`config.mk`:
```
export PLATFORM = sky130hd
export DESIGN_NAME = fetch_unit
export DESIGN_NICKNAME = d
export VERILOG_FILES = /design/src/rtl/fetch_unit.sv
export SDC_FILE = /design/constraint.sdc
export NUM_CORES = 1
export LEC_CHECK = 0
export CORE_ASPECT_RATIO = 0.8
export CORE_MARGIN = 5
export CORE_UTILIZATION = 50
export CTS_CLUSTER_SIZE = 30
export DETAILED_ROUTE_END_ITERATION = 10
export GPL_ROUTABILITY_DRIVEN = 0
export PLACE_DENSITY_LB_ADDON = 0.05
export SLEW_MARGIN = 10
export SYNTH_ARGS = -nofsm -noshare
export SYNTH_HDL_FRONTEND = slang
export SYNTH_SLANG_ARGS = --single-unit
```
`constraint.sdc`:
```
create_clock -name clk -period 5.3 [get_ports clk]
set_clock_uncertainty 0.05 [all_clocks]
set_input_delay 1.06 -clock clk [delete_from_list [all_inputs] [get_ports clk]]
set_output_delay 1.06 -clock clk [all_outputs]
set_load 0.01 [all_outputs]
```
`src/rtl/fetch_unit.sv`:
```
// Instruction fetch stage: PC, in-order IMEM request channel, instruction buffer, redirect flush.
// Optional FETCH_MISALIGN_TRAP_EN: misaligned redirects halt fetch and raise a sticky flag.
module fetch_unit #(
  parameter int unsigned        DWIDTH    = 64,
  parameter int unsigned        IWIDTH    = 32,
  parameter logic [DWIDTH-1:0]  RESET_PC  = '0,
  parameter int unsigned        BUF_DEPTH = 2
) (
  input  logic              clk,
  input  logic              rst_n,
  output logic              imem_req_valid,
  output logic [DWIDTH-1:0] imem_req_addr,
  input  logic              imem_req_ready,
  input  logic              imem_rsp_valid,
  input  logic [IWIDTH-1:0] imem_rsp_data,
  input  logic              redirect_valid,
  input  logic [DWIDTH-1:0] redirect_target,
  output logic              inst_valid,
  output logic [DWIDTH-1:0] inst,
  output logic [DWIDTH-1:0] inst_pc,
  input  logic              inst_ready,
  output logic              misaligned
);

  localparam int unsigned PW = $clog2(BUF_DEPTH);
  localparam int unsigned CW = PW + 1;
  localparam logic [CW:0] DepthSum = (CW+1)'(BUF_DEPTH);

  typedef enum logic [1:0] {StIdle, StFetch, StHalt} state_e;

  state_e            state_q, state_d;
  logic [DWIDTH-1:0] pc_q, pc_d;
  logic [CW-1:0]     inflight_q, inflight_d;
  logic [CW-1:0]     drop_q, drop_d;
  logic [CW-1:0]     count_q, count_d;
  logic [PW-1:0]     aq_rd_q, aq_rd_d, aq_wr_q, aq_wr_d;
  logic [PW-1:0]     buf_rd_q, buf_rd_d, buf_wr_q, buf_wr_d;
  logic              misaligned_q, misaligned_d;

  logic [DWIDTH-1:0] aq_mem   [BUF_DEPTH];
  logic [IWIDTH-1:0] buf_word [BUF_DEPTH];
  logic [DWIDTH-1:0] buf_pc   [BUF_DEPTH];

  logic              redir, bad_align, credit_ok, accept, keep, pop;
  logic [DWIDTH-1:0] target;

`ifdef FETCH_MISALIGN_TRAP_EN
  assign bad_align = |redirect_target[1:0];
  assign target    = redirect_target;
`else
  logic unused_lowbits;
  assign unused_lowbits = ^redirect_target[1:0];
  assign bad_align      = 1'b0;
  assign target         = {redirect_target[DWIDTH-1:2], 2'b00};
`endif

  // Redirects are ignored during the single IDLE cycle after reset.
  assign redir     = redirect_valid && (state_q != StIdle);
  assign credit_ok = ({1'b0, inflight_q} + {1'b0, count_q}) < DepthSum;

  assign imem_req_valid = (state_q == StFetch) && credit_ok && !redirect_valid;
  assign imem_req_addr  = pc_q;
  assign accept         = imem_req_valid && imem_req_ready;
  // A response is kept only when nothing stale is outstanding and no flush is happening.
  assign keep           = imem_rsp_valid && (drop_q == '0) && !redir;

  assign inst_valid = (count_q != '0) && !redir;
  assign pop        = inst_valid && inst_ready;
  assign inst       = inst_valid ? DWIDTH'(buf_word[buf_rd_q]) : '0;
  assign inst_pc    = inst_valid ? buf_pc[buf_rd_q] : '0;
  assign misaligned = misaligned_q;

  always_comb begin
    state_d      = state_q;
    misaligned_d = misaligned_q;
    pc_d         = pc_q;
    inflight_d   = inflight_q + CW'(accept) - CW'(imem_rsp_valid);
    drop_d       = drop_q;
    count_d      = count_q + CW'(keep) - CW'(pop);
    aq_rd_d      = aq_rd_q + PW'(keep);
    aq_wr_d      = aq_wr_q + PW'(accept);
    buf_rd_d     = buf_rd_q + PW'(pop);
    buf_wr_d     = buf_wr_q + PW'(keep);

    if (accept) pc_d = pc_q + DWIDTH'(4);
    if (imem_rsp_valid && (drop_q != '0)) drop_d = drop_q - CW'(1);

    if (redir) begin
      pc_d         = target;
      // Everything still outstanding after this cycle's response is stale.
      drop_d       = inflight_q - CW'(imem_rsp_valid);
      count_d      = '0;
      aq_rd_d      = '0;
      aq_wr_d      = '0;
      buf_rd_d     = '0;
      buf_wr_d     = '0;
      misaligned_d = bad_align;
    end

    unique case (state_q)
      StIdle:  state_d = StFetch;
      StFetch: if (redir && bad_align) state_d = StHalt;
      StHalt:  if (redir && !bad_align) state_d = StFetch;
      default: state_d = StIdle;
    endcase
  end

  always_ff @(posedge clk) begin
    if (!rst_n) begin
      state_q      <= StIdle;
      pc_q         <= RESET_PC;
      inflight_q   <= '0;
      drop_q       <= '0;
      count_q      <= '0;
      aq_rd_q      <= '0;
      aq_wr_q      <= '0;
      buf_rd_q     <= '0;
      buf_wr_q     <= '0;
      misaligned_q <= 1'b0;
    end else begin
      state_q      <= state_d;
      pc_q         <= pc_d;
      inflight_q   <= inflight_d;
      drop_q       <= drop_d;
      count_q      <= count_d;
      aq_rd_q      <= aq_rd_d;
      aq_wr_q      <= aq_wr_d;
      buf_rd_q     <= buf_rd_d;
      buf_wr_q     <= buf_wr_d;
      misaligned_q <= misaligned_d;
    end
  end

  // Storage needs no reset: occupancy is tracked by the pointers and counters above.
  always_ff @(posedge clk) begin
    if (accept) aq_mem[aq_wr_q] <= pc_q;
    if (keep) begin
      buf_word[buf_wr_q] <= imem_rsp_data;
      buf_pc[buf_wr_q]   <= aq_mem[aq_rd_q];
    end
  end

endmodule
```
# ---- After elaboration in Yosys (flattened, before gate mapping)
# Memory sizes are Yosys's and may differ from the RTL's. A register that Yosys moved wholly into a read port is not among the register bits.
# Index checks and enable logic that the tools add are counted.
dict set report word_totals {
  regBits 76
  latch_bits 0
  mem_bits_rw 320
  rom_bits 0
  input_bits 102
  output_inout_bits 195
  elab_cells 66
  n_memories 3
}
dict set report classes {
  addsub 12
  multipliers 0
  n_div 0
  n_lt_le_gt_ge 1
  eq_ne 3
  n_shift 0
  mux 15
  n_bitwise 2
  reduce_logical 20
}
# name depth word_bits read_ports rd_ports_with_merged_regs wr line_no
set mem_list {}
lappend mem_list {aq_mem 2 64 1 1 1 40} ;# logic [DWIDTH-1:0] aq_mem [BUF_DEPTH];
lappend mem_list {buf_pc 2 64 1 1 1 42} ;# logic [DWIDTH-1:0] buf_pc [BUF_DEPTH];
lappend mem_list {buf_word 2 32 1 1 1 41} ;# logic [IWIDTH-1:0] buf_word [BUF_DEPTH];
# operator n
set ops {}
lappend ops {{$mux 64} 3}
lappend ops {{$add 64x3->64 const B} 1}
lappend ops {{$mux 32} 1}
lappend ops {{$reduce_bool 2->1} 5}
lappend ops {{$logic_and 1x1->1} 9}
lappend ops {{$mux 1} 7}
lappend ops {{$mux 2} 3}
lappend ops {{$pmux 2 s3} 1}
lappend ops {{$sub 2x1->2} 3}
lappend ops {{$add 1x1->1} 4}
lappend ops {{$add 2x1->2} 2}
lappend ops {{$logic_not 2->1} 2}
lappend ops {{$add 2x2->3} 1}
lappend ops {{$lt 3x2->1 const B} 1}
lappend ops {{$eq 2x1->1 const B} 1}
lappend ops {{$eq 2x2->1 const B} 1}
lappend ops {{$logic_not 1->1} 2}
lappend ops {{$ne 2x2->1 const B} 1}
lappend ops {{$not 1->1} 2}
lappend ops {{$reduce_and 2->1} 1}
lappend ops {{$reduce_or 2->1} 1}
lappend ops {{$sub 2x1->2 const B} 1}

# ---- Depth between registers and ports, before layout
dict set report depth {
  ltp_word 7
  ltp_mapped 13
  mapped_depth_nobuf 11
}

# ---- Worst setup path before layout
# Ideal clock, no wire load.
dict set report synth_timing {
  path_type {in2reg}
  from {input port redirect_valid}
  to {memory buf_pc[1][10] (enable)}
  setup_time_ns 0.464
  arrival_time_ns 4.071
  required_time_ns 4.786
  setup_slack_ns 0.716
  stages 5
  cell_sequence {and2_1 -> clkbuf_1 -> buf_1 -> nor2_1 -> ha_1}
}
dict set report synth_via {
  elab_chain_cells 5
}
# item line_no
set synth_rtl {}
lappend synth_rtl {{start, declared} 16} ;# input logic redirect_valid,
lappend synth_rtl {{$logic_and 1x1->1} 58} ;# assign redir = redirect_valid && (state_q != StIdle);
lappend synth_rtl {{$logic_not 1->1} 65} ;# assign keep = imem_rsp_valid && (drop_q == '0) && !redir;
lappend synth_rtl {{$logic_and 1x1->1} 65}
lappend synth_rtl {{$mux 1} 137} ;# if (keep) begin
lappend synth_rtl {{$mux 1 (implied by the code)} 139} ;# buf_pc[buf_wr_q] <= aq_mem[aq_rd_q];
lappend synth_rtl {{end, declared} 42}
# Every way passes these cells.

# ---- Worst setup path after layout
dict set report layout_timing {
  from {input port redirect_valid}
  to {output port inst_pc[42]}
}
dict set report layout_via {
  elab_chain_cells 4
}
# item line_no
set layout_rtl {}
lappend layout_rtl {{$logic_and 1x1->1} 58}
lappend layout_rtl {{$logic_not 1->1} 67} ;# assign inst_valid = (count_q != '0) && !redir;
lappend layout_rtl {{$logic_and 1x1->1} 67}
lappend layout_rtl {{$mux 64} 70} ;# assign inst_pc = inst_valid ? buf_pc[buf_rd_q] : '0;
lappend layout_rtl {{end, declared} 20} ;# output logic [DWIDTH-1:0] inst_pc,
# Every way passes these cells.

==> results.ini <==
[status]
status=complete, no violations

[global_route]
grt-ovfl-total=0
grt_pass1_wl_um=59900
grt_pass1_vias=10130
grt_usage_pct=21.3
grt_antenna_before_repair=3
grt_max_degree=67

[synth]
synthXorXnorAreaFrac_pct=0.700
ys_ff_latch=385
syn_area_per_cell_sq_um=13.6
syn_area_sq_um=16300
ys_types=68
synth_fa_ha_area_share_pct=0.969
muxShareOfSynthArea_pct=10.7
synthSimpleGateAreaFrac_pct=11.3
synth_compound_area_share_pct=6.00
ys_seq_area_share_pct=66.5
synthCells=1199
synth_edf_count=312
synth_ff_type=edfxtp_1
yosysWarnings=0
synth_top_family_by_area=simple AND/OR/NAND/NOR gates
synthArstFlopShare_pct=0

[timing]
final.period_utilization_pct=80.9
rsz0062_at_grt=false
tightest_slew_ns=1.13
whs_ns=0.500
slew_violations=0
tns_ns=0
max-slew-margin-rel_pct=24.5
fin_crit_ns=4.29
hold_viol=0
fin_ws_ns=1.01
setup_viol=0
timing.fmax_mhz=233

[pwr]
ir_drop_uv=248
total_power_w=0.00714
power_density_nw_per_um2=352
p_leak_nw=6.55

[routing]
drt_iter0_drc=783
wl_um=40200
remaining_drc_errors=0
wl_per_cell_um=21.2
ant_nets=0
viasPerCell=5.55
dr.pass1.iters=5
num_vias=10530

[place]
post-dp-hpwl_um=26100
post-place-ws_ns=0.965
io_buffers=257
placed_cell_area_sq_um=19200

[setup_path]
slowest_delay_ns=0.60
slowest_stage=clkdlybuf4s50_1
end_kind=output port
path_max_fanout=62
critPathKind=in -> out
crit_path_cell_trace=clkdlybuf4s50_1 -> nand2_2 -> o21ai_4 -> buf_12 -> nor2_1 -> clkdlybuf4s50_1
start_kind=input pin
crit_family=buffers and inverters
crit_buf_inv=3
required_ns=4.19
cp.arrival_ns=3.18
timing.critical_path.mode_cell=clkdlybuf4s50_1

[floorplan]
die_x_um=212
core_area_sq_um=32300
dieArea_sq_um=36300
start_util_pct=50.3
die_y_um=171
rows=59
io_pins=297

[cts]
post_cts_resized=0
root_buffer=clkbuf_16
post_cts_buffers=0
postCtsHoldBufs=0
cts_tree=done
path_clk_slew_ns=0.06
cts_made_buffers=38
clock-sinks=385
clkLatencyLatePin_ns=0.51
cts-htree-levels=2
clockBufferDepth=3

[finish]
layout-drive-gt1-share_pct=10.4
area_delta_synth_final_pct=24.9
nFillCells=2535
seqCellArea_sq_um=10800
diodes=0
multi_input_area_sq_um=5040
stdcell_area_sq_um=20300
final_common_cell=edfxtp_1
layout_common_cells=edfxtp_1 (312), clkdlybuf4s50_1 (257), nor2_1 (134), mux2i_1 (103), dfxtp_1 (71)
finish.net_count=1557

[worst_hold_path]
hold_class=reg -> reg

[job]
max_cap_viol_count=0

-- cell usage after synthesis (all sizes together), types with 2 or more instances --
cell / instances / area share, %
buf: 61 / 2.4
o41ai: 3 / 0.16
nor3: 24 / 0.88
a211oi: 6 / 0.28
a22o: 5 / 0.27
o21ai: 16 / 0.49
a21oi: 31 / 0.98
edfxtp: 312 / 58
or4: 11 / 0.53
o311ai: 5 / 0.27
o22ai: 3 / 0.12
nand2: 63 / 1.5
and3: 15 / 0.58
dfxtp: 73 / 9.0
inv: 20 / 0.46
xor2: 5 / 0.27
nor2: 134 / 3.1
and2: 5 / 0.19
o211ai: 12 / 0.55
nand3: 31 / 1.0
or3: 11 / 0.52
nand4: 36 / 1.7
a311oi: 2 / 0.11
o21a: 8 / 0.37
a2bb2oi: 5 / 0.27
a22oi: 16 / 0.74
a31oi: 18 / 0.69
or2: 4 / 0.15
ha: 11 / 0.85
nor4: 15 / 0.71
mux2i: 103 / 6.3
mux2: 63 / 4.4
and4: 3 / 0.16
o31a: 5 / 0.27
clkbuf: 40 / 0.92
xnor2: 8 / 0.43
-- layer usage --
layer	share of wire, %	routed length [um]	track usage [%]	vias to the layer above
li1	-	-	-	4959
met5	0.082	33	0	-
met1	45	18000	31.0	5181
met3	6.0	2430	3.50	54
met4	1.7	685	4.40	6
met2	47	19000	34.3	330
-- report_power, final --
group | internal [W] | switching (W)
registers | 0.00349 | 0.000158
logic | 0.000509 | 0.000514
clock network | 0.00139 | 0.00108
total | 0.00539 | 0.00176
-- flip-flops by register name, indices dropped and copies added, names as in the netlist --
signal,flops
aq_mem,124
buf_pc,124
buf_word,64
imem_req_addr,62
count_q,2
drop_q,2
inflight_q,2
aq_rd_q,1
aq_wr_q,1
buf_rd_q,1
buf_wr_q,1
state_q,1
-- worst register-to-register path: cells and delay by family, from the launching register on --
family | cells | cell delay (ns)
fa+ha+maj | 2 | 1.41
simple gates | 3 | 0.69
buf+inv | 3 | 0.89
flops | 1 | 0.37
-- path summary, 6_finish.rpt --
kind	start	end	slack (ns)	cells after the start
max	redirect_valid	inst_pc[42]	1.01	6
min	imem_req_addr[27]$_SDFFE_PN0P_	aq_mem[1][27]$_DFFE_PP_	0.50	0
max reg2reg	count_q[0]$_SDFF_PP0_	aq_mem[0][8]$_DFFE_PP_	1.49	8
min reg2reg	imem_req_addr[27]$_SDFFE_PN0P_	aq_mem[1][27]$_DFFE_PP_	0.50	0
-- cell type report --
cell class	instances	share of cell area [%]
inverters	20	0.369
repair buffers	269	13.3
clock inverters	14	0.351
flip-flops and latches	385	53.3
clock buffers	55	5.20
well taps	427	2.63
multi-input cells	729	24.8
-- cell families after synthesis --
group | after synthesis
mux | 166
flops | 385
fa+ha+maj | 12
buf+inv | 121
simple gates | 358
other cells | 1
compound gates | 143
xor+xnor | 13
-- through the flow --
step / util [%] / std cells
floorplan: - / 1235
global placement: 59.4 / 1830
detailed placement: 59.4 / 1830
CTS: 62.9 / 1899
global route: 62.9 / 1899
finish: 62.9 / 1899
Power figures use the tool's default switching activity.
==> RTL edit 1, RTL diff (same settings) <==
Change the parameter `IWIDTH` from 32 to 48.
--- a/src/rtl/fetch_unit.sv
+++ b/src/rtl/fetch_unit.sv
@@ -2,7 +2,7 @@
 // Optional FETCH_MISALIGN_TRAP_EN: misaligned redirects halt fetch and raise a sticky flag.
 module fetch_unit #(
   parameter int unsigned        DWIDTH    = 64,
-  parameter int unsigned        IWIDTH    = 32,
+  parameter int unsigned        IWIDTH    = 48,
   parameter logic [DWIDTH-1:0]  RESET_PC  = '0,
   parameter int unsigned        BUF_DEPTH = 2
 ) (
Ports: changed (resized imem_rsp_data); port bits go from 297 to 313. No check against the original RTL was run, so the function may have changed too.
==> RTL edit 1 against the original RTL <==
  * Sequential cell count is 32 higher
  * Total power up 12%
  * First-iteration DRC count grew 20%
  * Global-route usage up 1.3 points
  * Worst setup slack improved by 83 ps
  * Routed wire length increased by 11%
  * Synthesized area is 6.7% higher
  * Largest cell class unchanged
  * Final area is 8.9% higher
==> RTL edit 1: results (changes against the original RTL) <==
stage;metric;value;unit;change
synth;top post-synthesis cells by count;edfxtp_1, nor2_1, mux2i_1;;
cts;CTS Root Cell;clkbuf_16;;
cts;H-Tree Depth;2;;unchanged
routing;DR vias/cell;5.64;;+1.7%
routing;Pre-antenna DRT Iters;5;;unchanged
synth;compound-gate portion of the synthesized area;0.0635;;+0.00346
synth;cells after synthesis;1262;;+5.3%
synth;top cells by area, synth;edfxtp_1, dfxtp_1, mux2i_1, mux2_2, nor2_1;;
status;status;complete, no violations;;
cts;Setup Fix Bufs, Post-CTS;0;;unchanged
synth;Netlist cell types;55;;-19%
cts;clk buf depth;3;;unchanged
power;Peak VDD IR;0.000231;V;-6.9%
timing;Slew @ Worst Pin;991;ps;-137 ps
synth;Post-Synth Adder-Cell Area;0.00908;;-0.000604
placement;Port Buffer Count;289;;+12%
placement;detailed placement HPWL;29100;µm;+11%
grt;initial antenna violation count;0;;-3
layout;number of diodes;0;;unchanged
layout;# fillers;2675;;+5.5%
cts;worst skew pair latency;540;ps;+30 ps
worst_setup_path;crit-path leading delay family;buffers and inverters;;
routing;Initial DRC Count;936;;+20%
layout;post-route non-filler standard cell count;2050;;+8.0%
cts;post-cts resize count;0;;unchanged
synth;number of synthesized flops with an enable pin;344;;+10%
worst_setup_path;worst r2r path cells;10;;+2
cts;cts bufs inserted;42;;+11%
power;P_sw;1.97;mW;+12%
synth;sequential element share of the synthesized area;0.679;;+0.0139
worst_setup_path;worst-path fanout max;56;;-9.7%
layout;layout cells sized above 1;0.107;;+0.00316
layout;fin nets;1676;;+7.6%
grt;All-Layer GR Usage;0.225;;+0.0126
synth;asr flop ratio synth;0;;unchanged
grt;global-route wire length before repair;67500;µm;+13%
grt;vias in the first global route;11300;;+12%
grt;largest net degree at the start of global routing;70;;+4.5%
synth;Post-Synth XOR/XNOR Area;0.00606;;-0.000941
synth;post-synthesis mux area share;0.107;;-0.000181
layout;biggest regs;aq_mem x124, buf_pc x124, buf_word x96;;
hold_path;Hold Crit Class;flop to flop;;
cts;CTS clk-pin slew, worst paths;60;ps;about the same
worst_setup_path;slowest stage cell on the critical path;clkdlybuf4s50_1;;
placement;placed insts;1973;;+7.8%
power;Leak Pwr;6.99;nW;+6.7%
hold_path;WHS Path Cells;0;;unchanged
worst_setup_path;crit path DAT;3100;ps;-80 ps
worst_setup_path;Critical Path Max Stage Delay;630;ps;+30 ps
routing;WL/cell;21.7;µm;+2.5%
synth;yosys warns;0;;unchanged
grt;total grt overflow;0;;unchanged
RTL edit 1: cell count changes after synthesis, sizes merged, moves of 14 or more:
cell	delta
edfxtp	+32
buf	-27
o211ai	+22
clkbuf	+17
a31oi	+14
nor3	-14
RTL edit 1: routing by layer:
metal	vias up	part of all wire	GRT usage
met5	-	0	0
met4	0	0.022	0.0609
met3	75	0.067	0.0402
met2	442	0.47	0.359
met1	5667	0.44	0.324
li1	5375	-	-
RTL edit 1: layout make-up:
class,instances,area share
sequential,417,0.533
tap,472,0.0267
inverter,18,0.00305
timing repair buffer,311,0.142
clock inverter,19,0.00723
clock buffer,57,0.0519
multi-input combinational,756,0.236
RTL edit 1: stage by stage:
stage	setup WS [ps]	utilization	instance area [µm²]	hold slack, ps	total power, mW
finish	1090	0.642	22100	496	7.97
global route	994	0.642	22100	516	8.29
CTS	872	0.641	22100	495	8.04
detailed placement	880	0.603	20800	486	5.21
global placement	889	0.603	20800	481	5.19
floorplan	196	-	17400	461	4.58
RTL edit 1: path summary, 6_finish.rpt:
kind	from	end	slack, ps
hold / removal	imem_req_addr[25]	aq_mem[1][25]	500
hold reg to reg	imem_req_addr[25]	aq_mem[1][25]	500
setup reg to reg	count_q[0]	imem_req_addr[33]	1750
setup / recovery	redirect_valid	inst[36]	1090
RTL edit 1: power groups by stage:
stage	clock, mW	sequential [mW]	combinational, mW
6_report	2.83	3.97	1.16
3_5_place_dp	0	4.05	1.16
2_1_floorplan	0	3.98	0.605
3_3_place_gp	0	4.03	1.15
5_1_grt	3.03	4.00	1.26
4_1_cts	2.89	3.98	1.17
==> RTL edit 2, RTL diff (config.mk and constraints unchanged) <==
Without the edit above. Re-encode `state_e` (3 states) as one-hot, 3 bits wide.
--- a/src/rtl/fetch_unit.sv
+++ b/src/rtl/fetch_unit.sv
@@ -26,7 +26,7 @@
   localparam int unsigned CW = PW + 1;
   localparam logic [CW:0] DepthSum = (CW+1)'(BUF_DEPTH);
 
-  typedef enum logic [1:0] {StIdle, StFetch, StHalt} state_e;
+  typedef enum logic [2:0] {StIdle = 3'b001, StFetch = 3'b010, StHalt = 3'b100} state_e;
 
   state_e            state_q, state_d;
   logic [DWIDTH-1:0] pc_q, pc_d;
Function: no difference found for any inputs over 4 cycles, from zero or initial values and one cycle with rst_n low; so few cycles prove little.
==> RTL edit 2 against the original RTL <==
  * Core utilization is 1.3 points higher
  * Synthesized area is 1.1% lower
  * Worst hold slack worse by 11 ps
  * Routed wire length is 1.2% higher
  * Global-route usage is 0.64 points higher
  * Sequential cell count is 1 higher
  * Worst setup slack worse by 83 ps
  * Final area is 0.12% lower
  * Synthesized cell count is 1.6% lower
  * Maximum frequency is 1.9% lower
  * Critical path type unchanged
  * Largest cell class unchanged
  * Highest routed layer unchanged
Power is not compared: it rests on default switching activity, and its combinational part moved more than twofold at a synthesized area within 25%.
==> RTL edit 2: results (changes against the original RTL) <==
stage;metric;value;unit;change
layout;# fillers;2420;;-4.5%
grt;vias in the first global route;10400;;+2.2%
hold_path;hold path endpoint;aq_mem[1][7];;
layout;register area;10900;µm²;+0.18%
layout;clock buf count;52;;-5.5%
worst_setup_path;flop-to-flop setup slack;1800;ps;+310 ps
routing;Initial DRC Count;744;;-5.0%
layout;Logic inverters;17;;-15%
grt;initial antenna violation count;3;;unchanged
synth;sequential element share of the synthesized area;0.674;;+0.00833
synth;asr flop ratio synth;0;;unchanged
grt;global-route wire length before repair;60600;µm;+1.2%
cts;Setup Fix Bufs, Post-CTS;0;;unchanged
cts;cts bufs inserted;40;;+5.3%
power;Int Pwr;6.77;mW;
worst_setup_path;RR Startpoint;count_q[0];;
power;Seq power;4.41;mW;
layout;nonclk buf count;272;;+1.1%
status;status;complete, no violations;;
worst_setup_path;end point of the critical path;inst[28];;
synth;top post-synthesis cells by count;edfxtp_1, nor2_1, mux2i_1;;
routing;DR vias/cell;5.63;;+1.6%
layout;multi-input gate count;716;;-1.8%
layout;layout cells sized above 1;0.0998;;-0.00415
grt;largest net degree at the start of global routing;76;;+13%
grt;total grt overflow;0;;unchanged
synth;Netlist cell types;58;;-15%
cts;clk buf depth;3;;unchanged
routing;Total Wirelength;40600;µm;+1.2%
cts;worst skew pair latency;530;ps;+20 ps
layout;multi-input logic portion of the cell area;0.240;;-0.00740
power;Leak Pwr;6.59;nW;
power;Peak VDD IR;0.000348;V;
layout;number of diodes;2;;+2
grt;All-Layer GR Usage;0.219;;+0.00636
worst_setup_path;worst r2r path cells;9;;+1
cts;CTS clk-pin slew, worst paths;60;ps;about the same
hold_path;Hold Path Origin;imem_req_addr[7];;
timing;Slew @ Worst Pin;1060;ps;-68.0 ps
layout;signal buffers share of area;0.136;;+0.00251
worst_setup_path;RR Endpoint;imem_req_addr[59];;
routing;Pre-antenna DRT Iters;5;;unchanged
timing;Hold WS;488;ps;-11.2 ps
layout;clk tree area frac;0.0594;;+0.00395
cts;CTS Root Cell;clkbuf_16;;
layout;fin nets;1547;;-0.64%
layout;Seq cells;386;;+0.26%
cts;H-Tree Depth;2;;unchanged
synth;top cells by area, synth;edfxtp_1, dfxtp_1, mux2i_1, mux2_2, nor2_1;;
placement;Port Buffer Count;257;;unchanged
placement;detailed placement HPWL;25900;µm;-0.57%
synth;number of synthesized flops with an enable pin;312;;unchanged
cts;post-cts resize count;0;;unchanged
hold_path;Hold Crit Class;flop to flop;;
worst_setup_path;worst-path fanout max;70;;+13%
hold_path;WHS Path Cells;0;;unchanged
[RTL edit 2: changes by cell type in the layout (fill, tap and decap cells not counted), sizes merged, moves of 5 or more]
cell | unedited run | this run
nand4 | 36 | 23
or3 | 11 | 17
nand2 | 63 | 45
xor2 | 5 | 12
and3 | 15 | 20
nand3 | 31 | 43
mux2i | 103 | 95
inv | 21 | 16
nor3 | 24 | 18
nor4 | 15 | 7
clkinv | 11 | 19
[RTL edit 2: through the flow]
| stage | util | cells | power [mW] | setup WS (ps) | instance area (µm²) |
|---|---|---|---|---|---|
| 3_3_place_gp | 0.603 | 1811 | 7.27 | 905 | 19100 |
| 5_1_grt | 0.642 | 1885 | 10.3 | 803 | 20300 |
| 6_report | 0.642 | 1885 | 9.83 | 928 | 20300 |
| 2_1_floorplan | - | 1216 | 5.83 | 705 | 16200 |
| 3_5_place_dp | 0.603 | 1811 | 7.32 | 900 | 19100 |
| 4_1_cts | 0.641 | 1883 | 9.93 | 887 | 20300 |
[RTL edit 2: critical path, cell delays in order]
cell and delay, ps:
clkdlybuf4s50_1 640, nand2_2 120, o21ai_4 380, buf_12 380, nor2_1 110, clkdlybuf4s50_1 510
[RTL edit 2: cell families after synthesis]
kind of cell / synth area share
compound gates: 0.0614
flops: 0.674
xor+xnor: 0.0114
fa+ha+maj: 0.00979
mux: 0.102
buf+inv: 0.0355
other cells: 0.000233
simple gates: 0.105
[RTL edit 2: metal layers]
metal	vias up	GRT usage	wire [µm]
met4	2	0.0727	1200
li1	4913	-	-
met5	-	0	15
met1	5235	0.313	18100
met3	83	0.0467	2950
met2	382	0.339	18400
